==> src/rtl/gf180mcu_osu_sc_12t_dlat_bist.sv <==
// BIST sequencer for the 12T transparent-high D-latch: drives LD/LE from an LFSR
// pattern, checks LQ for transparency and opacity, and reports errors and pass/fail.
module gf180mcu_osu_sc_12t_dlat_bist #(
    parameter int N_VEC = 256,
    parameter int ERR_W = 8
) (
    input  logic             CLK,
    input  logic             RST,
    input  logic             START,
    output logic             LD,
    output logic             LE,
    input  logic             LQ,
    output logic             BUSY,
    output logic             DONE,
    output logic             PASS,
    output logic [ERR_W-1:0] ERRCNT,
    output logic [15:0]      VECCNT
);

    typedef enum logic [2:0] {
        S_IDLE,
        S_SETUP,
        S_OPEN,
        S_HOLD,
        S_CHECK,
        S_DONE
    } state_t;

    localparam logic [15:0]      N_VEC_W = 16'(N_VEC);
    localparam logic [ERR_W-1:0] ERR_MAX = {ERR_W{1'b1}};

    state_t           state_q, state_d;
    logic [7:0]       lfsr_q, lfsr_d;
    logic [ERR_W-1:0] err_q, err_d;
    logic [15:0]      vec_q, vec_d;
    logic             ld_q, ld_d;
    logic             le_q, le_d;
    logic             busy_q, busy_d;
    logic             done_q, done_d;
    logic             pass_q, pass_d;

    logic             start_run;
    logic             last_vec;
    logic             mismatch;
    logic [7:0]       lfsr_next;

    assign start_run = START && (state_q == S_IDLE || state_q == S_DONE);
    assign lfsr_next = {lfsr_q[6:0], lfsr_q[7] ^ lfsr_q[5] ^ lfsr_q[4] ^ lfsr_q[3]};
    assign last_vec  = (vec_q + 16'd1) == N_VEC_W;
    // LQ is compared on the edges leaving OPEN (transparency) and CHECK (opacity).
    assign mismatch  = (state_q == S_OPEN || state_q == S_CHECK) && (LQ != lfsr_q[0]);

    always_ff @(posedge CLK or posedge RST) begin
        if (RST) begin
            state_q <= S_IDLE;
        end else begin
            state_q <= state_d;
        end
    end

    always_comb begin
        state_d = state_q;
        case (state_q)
            S_IDLE:  if (START) state_d = S_SETUP;
            S_SETUP: state_d = S_OPEN;
            S_OPEN:  state_d = S_HOLD;
            S_HOLD:  state_d = S_CHECK;
            S_CHECK: state_d = last_vec ? S_DONE : S_SETUP;
            S_DONE:  if (START) state_d = S_SETUP;
            default: state_d = S_IDLE;
        endcase
    end

    always_comb begin
        lfsr_d = lfsr_q;
        vec_d  = vec_q;
        err_d  = err_q;
        if (start_run) begin
            lfsr_d = 8'h01;
            vec_d  = 16'd0;
            err_d  = '0;
        end else begin
            if (mismatch && err_q != ERR_MAX) begin
                err_d = err_q + 1'b1;
            end
            if (state_q == S_CHECK) begin
                lfsr_d = lfsr_next;
                vec_d  = vec_q + 16'd1;
            end
        end
    end

    // Outputs are decoded from the next state so every one of them leaves a flop.
    always_comb begin
        ld_d   = 1'b0;
        le_d   = 1'b0;
        busy_d = 1'b0;
        done_d = 1'b0;
        pass_d = 1'b0;
        case (state_d)
            S_SETUP, S_HOLD: begin
                ld_d   = lfsr_d[0];
                busy_d = 1'b1;
            end
            S_OPEN: begin
                ld_d   = lfsr_d[0];
                le_d   = 1'b1;
                busy_d = 1'b1;
            end
            S_CHECK: begin
                ld_d   = ~lfsr_d[0];
                busy_d = 1'b1;
            end
            S_DONE: begin
                done_d = 1'b1;
                pass_d = (err_d == '0);
            end
            default: begin
                ld_d = 1'b0;
            end
        endcase
    end

    always_ff @(posedge CLK or posedge RST) begin
        if (RST) begin
            lfsr_q <= 8'h01;
            vec_q  <= 16'd0;
            err_q  <= '0;
            ld_q   <= 1'b0;
            le_q   <= 1'b0;
            busy_q <= 1'b0;
            done_q <= 1'b0;
            pass_q <= 1'b0;
        end else begin
            lfsr_q <= lfsr_d;
            vec_q  <= vec_d;
            err_q  <= err_d;
            ld_q   <= ld_d;
            le_q   <= le_d;
            busy_q <= busy_d;
            done_q <= done_d;
            pass_q <= pass_d;
        end
    end

    assign LD     = ld_q;
    assign LE     = le_q;
    assign BUSY   = busy_q;
    assign DONE   = done_q;
    assign PASS   = pass_q;
    assign ERRCNT = err_q;
    assign VECCNT = vec_q;

endmodule

==> config.mk <==
export PLATFORM = sky130hd
export DESIGN_NAME = gf180mcu_osu_sc_12t_dlat_bist
export DESIGN_NICKNAME = d
export VERILOG_FILES = /design/src/rtl/gf180mcu_osu_sc_12t_dlat_bist.sv
export SDC_FILE = /design/constraint.sdc
export NUM_CORES = 1
export LEC_CHECK = 0
export ABC_CLOCK_PERIOD_IN_PS = 1900
export BUFFER_PORTS_ARGS = -buffer_cell sky130_fd_sc_hd__buf_4
export CAP_MARGIN = 10
export CORE_UTILIZATION = 45
export CTS_BUF_LIST = sky130_fd_sc_hd__clkbuf_8
export DETAILED_ROUTE_END_ITERATION = 10
export PLACE_DENSITY_LB_ADDON = 0.25
export SLEW_MARGIN = 10
export SYNTH_ARGS = -nofsm -noshare
export SYNTH_HDL_FRONTEND = slang
export SYNTH_SLANG_ARGS = --single-unit
==> constraint.sdc <==
create_clock -name CLK -period 1.9 [get_ports CLK]
set_input_delay 0.19 -clock CLK [delete_from_list [all_inputs] [get_ports CLK]]
set_output_delay 0.19 -clock CLK [all_outputs]
set_load 0.03 [all_outputs]
Yosys cells after proc, flatten, opt, wreduce, memory -nomap -nowiden
Cells that the tools add are included.
Operators by class
  add/sub/neg operators: 2
  reduce and logical (&&, ||, !) cells: 11
  muxes and demuxes: 14
  bitwise gates (word level): 4
  eq/ne operators: 13
Operators with widths (count)
  $mux 16: 2
  $mux 8: 4
  $add 16x1->16 const B: 1
  $eq 16x9->1 const B: 1
  $pmux 3 s5: 1
  $eq 3x2->1 const B: 4
  $eq 3x3->1 const B: 4
  $add 8x1->8 const B: 1
  $logic_not 8->1: 1
  $ne 8x8->1 const B: 1
  $eq 3x1->1 const B: 2
  $mux 3: 2
  $mux 1: 4
  $reduce_or 4->1: 1
  $logic_and 1x1->1: 3
  $logic_not 3->1: 1
  $reduce_or 3->1: 1
  $xor 1x1->1: 3
  $logic_or 1x1->1: 2
  $pmux 1 s2: 1
  $reduce_bool 2->1: 1
  $reduce_or 2->1: 1
  $ne 1x1->1: 1
  $not 1->1: 1
Word-level totals
  input port bits: 4
  register bits after elaboration: 40
  logic and storage cells: 54

Depth between registers and ports, before layout
  word-level depth: 8
  mapped depth: 8

Worst setup path before layout
Ideal clock, no wire load.
  kind: reg-to-reg
  from: reg vec_q[0], in the netlist VECCNT[0]
  to: reg pass_q, in the netlist PASS
  setup slack: -0.334 ns
  data required time: 1.789 ns
  cell stages (with the launch flop): 8
  arrival: 2.123 ns
  library setup time: 0.111 ns
  cell sequence: dfrtp_1 > ha_1 > clkbuf_2 > and4_1 > nand4_1 > o31ai_1 > nand4_1 > a2111oi_2
On the way
  longest elaborated chain between the ends: 6
Ends and longest elaborated chain
  from (decl): line 35  | logic [15:0] vec_q, vec_d;
  from (signal assigned): line 136  | vec_q <= vec_d;
  $add 16x1->16: line 49  | assign last_vec = (vec_q + 16'd1) == N_VEC_W;
  $eq 16x9->1: line 49
  $mux 3: line 68  | S_CHECK: state_d = last_vec ? S_DONE : S_SETUP;
  $pmux 3 s5: line 63  | case (state_q)
  $eq 3x3->1: line 100  | case (state_d)
  $mux 1: line 100
  named net pass_d: line 40  | logic pass_q, pass_d;
  to (signal assigned): line 142  | pass_q <= pass_d;
  to (decl): line 40
The timed path passes the listed nets, and every way through them passes these cells.
A chain may end at the register's enable or synchronous reset.

Final worst setup path
  from: reg vec_q[7], in the netlist VECCNT[7]
  to: reg pass_q, in the netlist PASS
Same word-level chain as after synthesis.

==> impl_results.md <==
* Post-Syn Area at 2337 µm²
* Initial antenna violation count at 0
* Clock power share at 19.0%
* Clock Sink Count at 40
* Yosys top cell by area: dfrtp_1
* Final setup violation count at 4
* Vias per Instance at 5.399
* Tcrit/Tclk final at 104.1%
* Crit start category: flop
* Vias at 2165
* Post-DP HPWL at 3839 µm
* Clock skew at 0.009243 ns
* Design Area, Final at 3055 µm²
* Crit end category: flop
* Worst-Margin Slew at 0.5001 ns
* Placement Setup Slack at -0.1147 ns
* Final Slew Violations at 0
* RePlAce Congestion at 0.8119
* Pleak at 1.406 nW
* Final hold vios at 0
* Die ar. at 5486 µm²
* NumNets Final at 340
* Sequential Power Share at 35.6%
* EDFF count, synth at 0
* Residual DRC at 0
* GRT Util Overall at 21.42%
* Clock tree buffer depth at 2
* Synth Instances at 266
* Number of global-route vias before repair at 1892
* Total congestion overflow at 0
* Critical path arrival at 2.16 ns
* WS Path Type: reg2reg
* Core Rows at 25
* Clk_lat worst skew at 0.30 ns
* Worst-path clk slew at 0.09 ns
* Final setup margin at -0.07750 ns
* Register area at 1010 µm²
* Diodes inserted at 0
* Area growth, synth to finish at 30.73%
* Ys async rst share at 100.0%
* First-pass GRT wire length at 8942 µm
* Maximum vdd drop at 0.7182 mV
* Share of the synthesized area in the top cell type at 41.76%
* Die X-Extent at 74.07 µm
* Largest net degree at the start of global routing at 41
* Area of the multi-input gates at 1267 µm²
* TritonCTS buffer count at 5
* Initial core utilization at 48.21%
* Chip height at 74.07 µm
* Fin Setup TNS at -0.2079 ns
* Sw Share at 39.87%
* Post-Syn Nets at 273
* Sw Pwr at 0.001254 W
* Status: finished with violations
* Sequential area share after synthesis at 42.88%
* Root Buffer: clkbuf_8
* Most used DFF post-synth: dfrtp_1
* Max Fanout on Critical Path at 6
* IO buf count at 32
* RSZ-0062 raised after global routing: yes
* Core Area at 4848 µm²
* Fill count at 420
* Min cycle time layout at 1.978 ns
* Hold WC Path Type: in2async
* MaxCap Viol Count at 0
* CTS tree: done
* H-tree levels at 2
* Synth top area cells: dfrtp_1 42%, nand2_1 5.5%, nor2_1 4.7%, o21ai_0 4.5%, xnor2_1 4.1%
* Pwr Density at 1030 nW/µm²
* Syn avg cell area at 8.787 µm²
* #FFs+latches synth at 40
* Overall power at 0.003146 W
* Final ANT Viol Nets at 0
* Slew margin rel. at 66.66%
* Internal at 0.001892 W
* Layout cells sized above 1 at 33.53%
* DRT iter0 DRCs at 142
* I/O pins at 33
* Critical path data required time at 2.08 ns
* Combinational power share at 45.4%
* Netlist cell types at 51
* Failing checks: setup timing
* Util after Layout at 63.02%
* F_max at 505.7 MHz
* Synth warnings at 0
* DR pass1 iterations at 4
* Post-DP Area at 2877 µm²
* DR WL/cell at 13.64 µm
* Routed WL at 5468 µm
## worst max-delay path, cell delays in order (launching register included)
cell       delay, ns
dfrtp_2         0.44
buf_4           0.15
or4_1           0.53
a22oi_2         0.17
nand4_1         0.21
a2111oi_2       0.36
## stage by stage
stage | cells | hold WS, ns
final | 401 | 0.01134
after global routing | 401 | 0.05640
after CTS | 397 | 0.03174
after detailed placement | 387 | 0.3522
after global placement | 387 | 0.3493
after floorplan | 266 | 0.4066
## registers in the layout (all words and copies together), names as in the netlist
register,count
BUSY,1
PASS,1
lfsr_q,8
VECCNT,16
state_q,3
ERRCNT,8
LE,1
DONE,1
LD,1
## repair_timing
action / CTS / global route
resized for setup: 1 / 9
pin swaps: 1 / 2
endpoints found under the setup margin: 2 / 18
buffers inserted: 2 / 4
hold buffers: 0 / 0
## layout make-up
type | count | share of cell area [%]
Clock buffer | 6 | 2.703
Timing Repair Buffer | 78 | 19.29
Sequential cell | 40 | 33.05
Clock inverter | 2 | 0.3686
Multi-Input combinational cell | 205 | 41.48
Tap cell | 67 | 2.744
Inverter | 3 | 0.3686
## per-layer routing
layer  up-vias  track usage [%]  routed length, µm
met5         -                0                  0
met4         0            6.410                 97
met3        11            5.014                218
met2        52            32.12               2519
met1      1020            30.76               2631
li1       1082                -                  -
## power by group through the flow
stage | Sequential [W] | Clock, W | Combinational, W
final | 0.00112 | 0.000597 | 0.00143
after global routing | 0.00114 | 0.000646 | 0.00158
after CTS | 0.00112 | 0.000610 | 0.00141
after detailed placement | 0.00113 | 0 | 0.00141
after global placement | 0.00113 | 0 | 0.00138
after floorplan | 0.00128 | 0 | 0.000827
## final timing paths
| kind | start | to | slack (ns) | depth (start not counted) |
|---|---|---|---|---|
| setup / recovery | VECCNT[7] | PASS | -0.08 | 5 |
| setup reg to reg | VECCNT[7] | PASS | -0.08 | 5 |
| max in group asynchronous | RST | VECCNT[3] | 1.52 | 3 |
| min in group CLK | START | BUSY | 0.29 | 4 |
| hold reg to reg | lfsr_q[6] | lfsr_q[7] | 0.52 | 2 |
| hold / removal | RST | lfsr_q[1] | 0.01 | 3 |
## synthesized netlist by cell type (2+ instances only)
master,n
a21oi_1,19
nor2_1,29
o41ai_1,2
nand4_1,12
and2_1,2
buf_2,4
mux2i_1,5
a31oi_1,6
and3_1,6
clkbuf_8,3
dfrtp_1,39
nor2b_1,3
clkbuf_1,8
nand2_1,34
and4_1,3
inv_1,3
xnor2_1,11
ha_1,3
o21ai_0,21
xor2_1,4
nand2b_1,2
o31ai_1,5
nand3_1,14
## cell usage in the layout (no fill, tap or decap), types with 2 or more instances in the layout
| cell type | instances |
|---|---|
| mux2i_1 | 5 |
| and4_1 | 2 |
| nand4_1 | 12 |
| o21ai_0 | 21 |
| o31ai_1 | 5 |
| nand2b_1 | 2 |
| nor2b_1 | 3 |
| a31oi_1 | 6 |
| buf_4 | 77 |
| nand2_1 | 32 |
| nand2_2 | 2 |
| inv_1 | 4 |
| clkbuf_8 | 6 |
| and3_1 | 4 |
| o41ai_1 | 2 |
| nor2_2 | 3 |
| ha_1 | 2 |
| nand3_1 | 13 |
| dfrtp_1 | 33 |
| xnor2_1 | 11 |
| nor2_1 | 27 |
| a21oi_1 | 19 |
| dfrtp_2 | 6 |
| xor2_1 | 4 |
| and3_4 | 2 |
| and2_1 | 2 |
## cell families (layout without fill, tap and decap cells)
family,after synthesis,count (layout),share of synthesized area [%]
AO/OA/AOI/OAI,65,65,17.02
XOR/XNOR,15,15,5.621
adder cells (fa/ha/maj),3,3,1.606
buffers and inverters,21,89,5.085
flip-flops,40,40,42.88
multiplexers,6,6,2.623
AND/OR/NAND/NOR,116,116,25.16
(Power assumes the default switching activity.)
